<file path="src/rtl/mem_wb_stage_pkg.sv">
// Shared constants for the memory/writeback end of the pipeline.
// Imported by the data memory and by the MEM/WB stage top.
package mem_wb_stage_pkg;

    localparam int WORD_LENGTH = 32;
    localparam int REG_IDX_W   = 4;
    localparam int BASE_ADDR   = 1024;
    localparam int MEM_WORDS   = 64;

    // Word alignment test on the low address bits.
    function automatic logic word_aligned(input logic [1:0] lsb);
        return (lsb == 2'b00);
    endfunction

endpackage

</file>
<file path="src/rtl/mem_wb_stage_data_memory.sv">
// Word-addressed data memory: synchronous write, asynchronous read,
// window check against BASE_ADDR, reads of unmapped addresses return zero.
module data_memory
    import mem_wb_stage_pkg::word_aligned;
#(
    parameter int WORD_LENGTH = mem_wb_stage_pkg::WORD_LENGTH,
    parameter int MEM_WORDS   = mem_wb_stage_pkg::MEM_WORDS,
    parameter int BASE_ADDR   = mem_wb_stage_pkg::BASE_ADDR
) (
    input  logic                   clk,
    input  logic                   wr_en,
    input  logic [WORD_LENGTH-1:0] addr,
    input  logic [WORD_LENGTH-1:0] wdata,
    output logic [WORD_LENGTH-1:0] rdata,
    output logic                   in_range
);

    localparam int IDX_W = (MEM_WORDS > 1) ? $clog2(MEM_WORDS) : 1;
    localparam logic [WORD_LENGTH-1:0] BASE_W  = WORD_LENGTH'(BASE_ADDR);
    localparam logic [WORD_LENGTH-3:0] DEPTH_W = (WORD_LENGTH-2)'(MEM_WORDS);

    logic [WORD_LENGTH-1:0] offset_s;
    logic [IDX_W-1:0]       idx_s;
    logic                   hit_s;
    logic [WORD_LENGTH-1:0] mem_r [MEM_WORDS];

    // Address decode; BASE_ADDR is word aligned, so offset alignment equals address alignment.
    always_comb begin
        offset_s = addr - BASE_W;
        idx_s    = offset_s[IDX_W+1:2];
        hit_s    = (addr >= BASE_W) && (offset_s[WORD_LENGTH-1:2] < DEPTH_W)
                   && word_aligned(offset_s[1:0]);
    end

    // Asynchronous read with zero returned on a miss.
    always_comb begin
        if (hit_s) begin
            rdata = mem_r[idx_s];
        end else begin
            rdata = {WORD_LENGTH{1'b0}};
        end
        in_range = hit_s;
    end

    // Array write; contents are intentionally not reset.
    always_ff @(posedge clk) begin
        if (wr_en && hit_s) begin
            mem_r[idx_s] <= wdata;
        end
    end

endmodule

</file>
<file path="src/rtl/mem_wb_stage.sv">
// MEM/WB pipeline stage: data memory access, MEM/WB register and
// register-file write interface, plus registered dest/enable for hazard detection.
module mem_wb_stage #(
    parameter int WORD_LENGTH = mem_wb_stage_pkg::WORD_LENGTH,
    parameter int MEM_WORDS   = mem_wb_stage_pkg::MEM_WORDS,
    parameter int BASE_ADDR   = mem_wb_stage_pkg::BASE_ADDR
) (
    input  logic                   clk,
    input  logic                   rst,
    input  logic                   freeze,
    input  logic [WORD_LENGTH-1:0] ALU_result,
    input  logic [WORD_LENGTH-1:0] ST_val,
    input  logic [3:0]             Dest_in,
    input  logic                   WB_EN_in,
    input  logic                   MEM_R_EN_in,
    input  logic                   MEM_W_EN_in,
    output logic [3:0]             WB_Dest,
    output logic [WORD_LENGTH-1:0] WB_Value,
    output logic                   WB_WB_EN,
    output logic [3:0]             MEM_Dest,
    output logic                   MEM_WB_EN,
    output logic                   addr_err
);

    import mem_wb_stage_pkg::REG_IDX_W;

    logic                   store_s;
    logic                   access_s;
    logic                   in_range_s;
    logic [WORD_LENGTH-1:0] rdata_s;

    logic [WORD_LENGTH-1:0] value_r;
    logic [REG_IDX_W-1:0]   dest_r;
    logic                   wb_en_r;
    logic                   addr_err_r;

    // Store and access qualifiers; frozen or resetting cycles touch nothing.
    always_comb begin
        store_s  = MEM_W_EN_in & ~freeze & ~rst;
        access_s = (MEM_R_EN_in | MEM_W_EN_in) & ~freeze;
    end

    data_memory #(
        .WORD_LENGTH (WORD_LENGTH),
        .MEM_WORDS   (MEM_WORDS),
        .BASE_ADDR   (BASE_ADDR)
    ) u_data_memory (
        .clk      (clk),
        .wr_en    (store_s),
        .addr     (ALU_result),
        .wdata    (ST_val),
        .rdata    (rdata_s),
        .in_range (in_range_s)
    );

    // MEM/WB register; the writeback select is folded in ahead of the flop.
    // A simultaneous load+store samples the pre-store read data.
    always_ff @(posedge clk) begin
        if (rst) begin
            value_r <= {WORD_LENGTH{1'b0}};
            dest_r  <= {REG_IDX_W{1'b0}};
            wb_en_r <= 1'b0;
        end else if (!freeze) begin
            value_r <= MEM_R_EN_in ? rdata_s : ALU_result;
            dest_r  <= Dest_in;
            wb_en_r <= WB_EN_in;
        end else begin
            value_r <= value_r;
            dest_r  <= dest_r;
            wb_en_r <= wb_en_r;
        end
    end

    // Sticky out-of-range access flag, cleared only by reset.
    always_ff @(posedge clk) begin
        if (rst) begin
            addr_err_r <= 1'b0;
        end else if (access_s && !in_range_s) begin
            addr_err_r <= 1'b1;
        end else begin
            addr_err_r <= addr_err_r;
        end
    end

    assign WB_Value  = value_r;
    assign WB_Dest   = dest_r;
    assign WB_WB_EN  = wb_en_r;
    assign MEM_Dest  = dest_r;
    assign MEM_WB_EN = wb_en_r;
    assign addr_err  = addr_err_r;

endmodule

</file>
<file path="config.mk">
export PLATFORM = sky130hd
export DESIGN_NAME = mem_wb_stage
export DESIGN_NICKNAME = d
export VERILOG_FILES = /design/src/rtl/mem_wb_stage_pkg.sv /design/src/rtl/mem_wb_stage_data_memory.sv /design/src/rtl/mem_wb_stage.sv
export SDC_FILE = /design/constraint.sdc
export NUM_CORES = 2
export LEC_CHECK = 0
export ABC_AREA = 1
export CAP_MARGIN = 20
export CORE_MARGIN = 2
export CORE_UTILIZATION = 50
export DETAILED_ROUTE_END_ITERATION = 7
export PLACE_DENSITY_LB_ADDON = 0.3
export SLEW_MARGIN = 15
export SYNTH_ARGS = -nofsm -noshare
export SYNTH_HDL_FRONTEND = slang
export SYNTH_HIERARCHICAL = 1
export SYNTH_SLANG_ARGS = --single-unit
</file>
<file path="constraint.sdc">
create_clock -name clk -period 4.56 [get_ports clk]
set_input_delay 0.456 -clock clk [delete_from_list [all_inputs] [get_ports clk]]
set_output_delay 0.456 -clock clk [all_outputs]
set_load 0.02 [all_outputs]
</file>
==> results.sh <==
export IMPL_crit_type="in2reg"
export IMPL_hold_depth=1
export IMPL_drt_first_pass_iters=6
export IMPL_clock_path_buffers=3
export IMPL_synth_mux_area_share_pct=0
export IMPL_port_buffers=116
export IMPL_syn_area_per_cell_sq_um=14.5
export IMPL_drt_antenna_violating_nets=0
export IMPL_core_sq_um=156000
export IMPL_numClockSinks=2086
export IMPL_switching_share_pct=21.4
export IMPL_hp_class="in2reg"
export IMPL_rows=145
export IMPL_worstPathArrival_ps=3660
export IMPL_grt_pass1_vias=45800
export IMPL_yosysWarnings=6
export IMPL_first_iter_violations=7157
export IMPL_numCtsBuffers=195
export IMPL_layout_common_cells="edfxtp_1 (2048), nor2_1 (925), o22ai_1 (784)"
export IMPL_tightest_slew_ps=1030
export IMPL_setup_viol=0
export IMPL_rsz0062_at_grt="no"
export IMPL_synth_area_top_cells="edfxtp_1 (79%), o22ai_1 (6.3%), nor2_1 (4.6%)"
export IMPL_drv_slew=0
export IMPL_antenna_found_initial=10
export IMPL_synth_compound_area_share_pct=8.27
export IMPL_htreeDepth=4
export IMPL_dieArea_sq_um=159000
export IMPL_synth_seq_area_share_pct=79.8
export IMPL_netlist_instances=5392
export IMPL_syn2layout_area_growth_pct=15.0
export IMPL_grt_max_degree=71
export IMPL_clock_fmax_ghz=0.310
export IMPL_cts_tree="built"
export IMPL_worst_setup_path_start_kind="input port"
export IMPL_clk_latency_ps=810
export IMPL_whs_ps=173
export IMPL_fin_crit_sh_pct=70.7
export IMPL_rr_worst_depth=10
export IMPL_cts_root_buf="clkbuf_16"
export IMPL_syn_cell_area_sq_um=78100
export IMPL_powerDensity_nw_per_um2=435
export IMPL_wl_per_cell_microns=29.1
export IMPL_synth_top_area_share_pct=78.8
export IMPL_synth_top_family_by_area="simple AND/OR/NAND/NOR gates"
export IMPL_clk_pin_slew_ps=60
export IMPL_initial_core_util_pct=50.1
export IMPL_cp_required_ps=5000
export IMPL_io_pins=117
export IMPL_drcViolationCount=0
export IMPL_relSlewSlack_pct=31.6
export IMPL_synth_cell_types=29
export IMPL_tns_ps=0
export IMPL_num_vias=48600
export IMPL_seq_power_share_pct=54.0
export IMPL_status="completed"
export IMPL_final_common_cell="edfxtp_1"
export IMPL_viasPerCell=6.16
export IMPL_intPower_w=0.0307
export IMPL_synth_seq_cells=2086
export IMPL_synthAdderAreaFrac_pct=0
export IMPL_grt_ovfl_total=0
export IMPL_pwr_share_comb_pct=5.3
export IMPL_die_height_microns=399
export IMPL_p_leak_nw=29.6
export IMPL_syn_num_nets=5466
export IMPL_cts_post_setup_buffers_inserted=0
export IMPL_drive_gt1_share_pct=11.4
export IMPL_die_x_microns=399
export IMPL_final_core_util_pct=57.7
export IMPL_fin_skew_ps=25.2
export IMPL_synth_top_area_cell="edfxtp_1"
export IMPL_yosys_area_share_simple_pct=9.66
export IMPL_grt_first_pass_wirelength_microns=326000
export IMPL_power_frac_clock_pct=40.7
export IMPL_grtUsageTotal_pct=28.5
export IMPL_cp_max_fo=26
export IMPL_finalCriticalPeriod_ps=3220
export IMPL_nets=5751
export IMPL_maxCapViolations=0
export IMPL_power_switching_w=0.00833
export IMPL_max_vdd_ir_drop_mv=0.332
export IMPL_crit_path_end_kind="register"
export IMPL_routed_wl_microns=230000
export IMPL_hold_viol_final=0
export IMPL_synth_xor_area_share_pct=0.0112
export IMPL_place_hpwl_microns=139000
export IMPL_gp_congestion=0.934
## sequential cells by signal, summed over array words and instances (netlist names)
name                 flops
MEM_Dest                 4
u_data_memory/mem_r   2048
addr_err                 1
WB_Value                32
MEM_WB_EN                1
## power by group through the flow
stage	clock [W]	sequential, W	combinational (W)
finish	0.0159	0.0211	0.00205
global route	0.0167	0.0211	0.00215
CTS	0.0160	0.0211	0.00202
detailed placement	0	0.0215	0.00201
global placement	0	0.0215	0.00198
floorplan	0	0.0215	0.000816
## Yosys cell counts
cell type,count
inv_1,71
nand3_2,5
a21boi_1,1
o21ai_0,105
buf_4,9
nand3_1,44
xor2_1,1
nand4_4,1
edfxtp_1,2048
buf_2,214
nor2_1,949
nand4_1,13
a21oi_1,104
buf_6,10
o22a_1,40
nor2_2,44
nand3b_1,46
nor3_4,1
nor3_1,66
nand2_1,688
nand2_2,1
inv_2,6
clkbuf_1,64
nor2_4,3
buf_1,3
dfxtp_1,38
or2_2,3
o22ai_1,784
o21ai_1,30
## metrics by stage
stage          power [W]  instance area [sq um]  std cells  worst slack (ps)
2_1_floorplan     0.0223                  78100       5392              1100
3_3_place_gp      0.0235                  83500       7533               540
3_5_place_dp      0.0235                  83600       7535               587
4_1_cts           0.0391                  89700       7886              1450
5_1_grt           0.0399                  89800       7888              1250
6_report          0.0390                  89800       7890              1340
## cell families after synthesis
family / count (synthesis)
compound gates: 1064
xor+xnor: 1
buf+inv: 377
flops: 2086
simple gates: 1864
## timing repair
action | 4_1_cts | 5_1_grt
hold endpoints to repair | 2 | 0
setup endpoints to repair | 0 | 0
hold buffers | 1 | 0
resized for setup | 0 | 0
## path summary, 6_finish.rpt
check | startpoint | endpoint | slack (ps)
max | ALU_result[14] | u_data_memory/mem_r[14][21] | 1340
min | ST_val[31] | u_data_memory/mem_r[61][31] | 170
max reg2reg | u_data_memory/mem_r[0][29] | WB_Value[29] | 2290
min reg2reg | addr_err | addr_err | 460
## per-layer routing
layer	track usage (%)	routed length, microns	vias to the layer above
met5	0	48	-
met1	39.0	87200	24400
met4	14.1	12500	8
met3	5.42	23800	500
li1	-	-	20800
met2	44.3	106000	2905
## worst max-delay path, cell delays in order
cell	delay, ps
clkdlybuf4s50_1	520
nor2_1	240
nand2_1	130
nor2_4	160
inv_1	80
nand2_1	60
nand3_1	60
inv_1	90
nand2_1	90
nor2_4	150
nand4_4	450
buf_4	440
nor2_4	220
buf_4	430
## cell type report
type	count	area, sq um
fillers	11900	65900
flip-flops and latches	2086	62300
multi-input cells	2929	14500
clock buffers	241	5150
repair buffers	388	3970
well taps	2058	2570
clock inverters	109	1040
inverters	77	289
diodes	2	5.00
(Power assumes the default switching activity.)
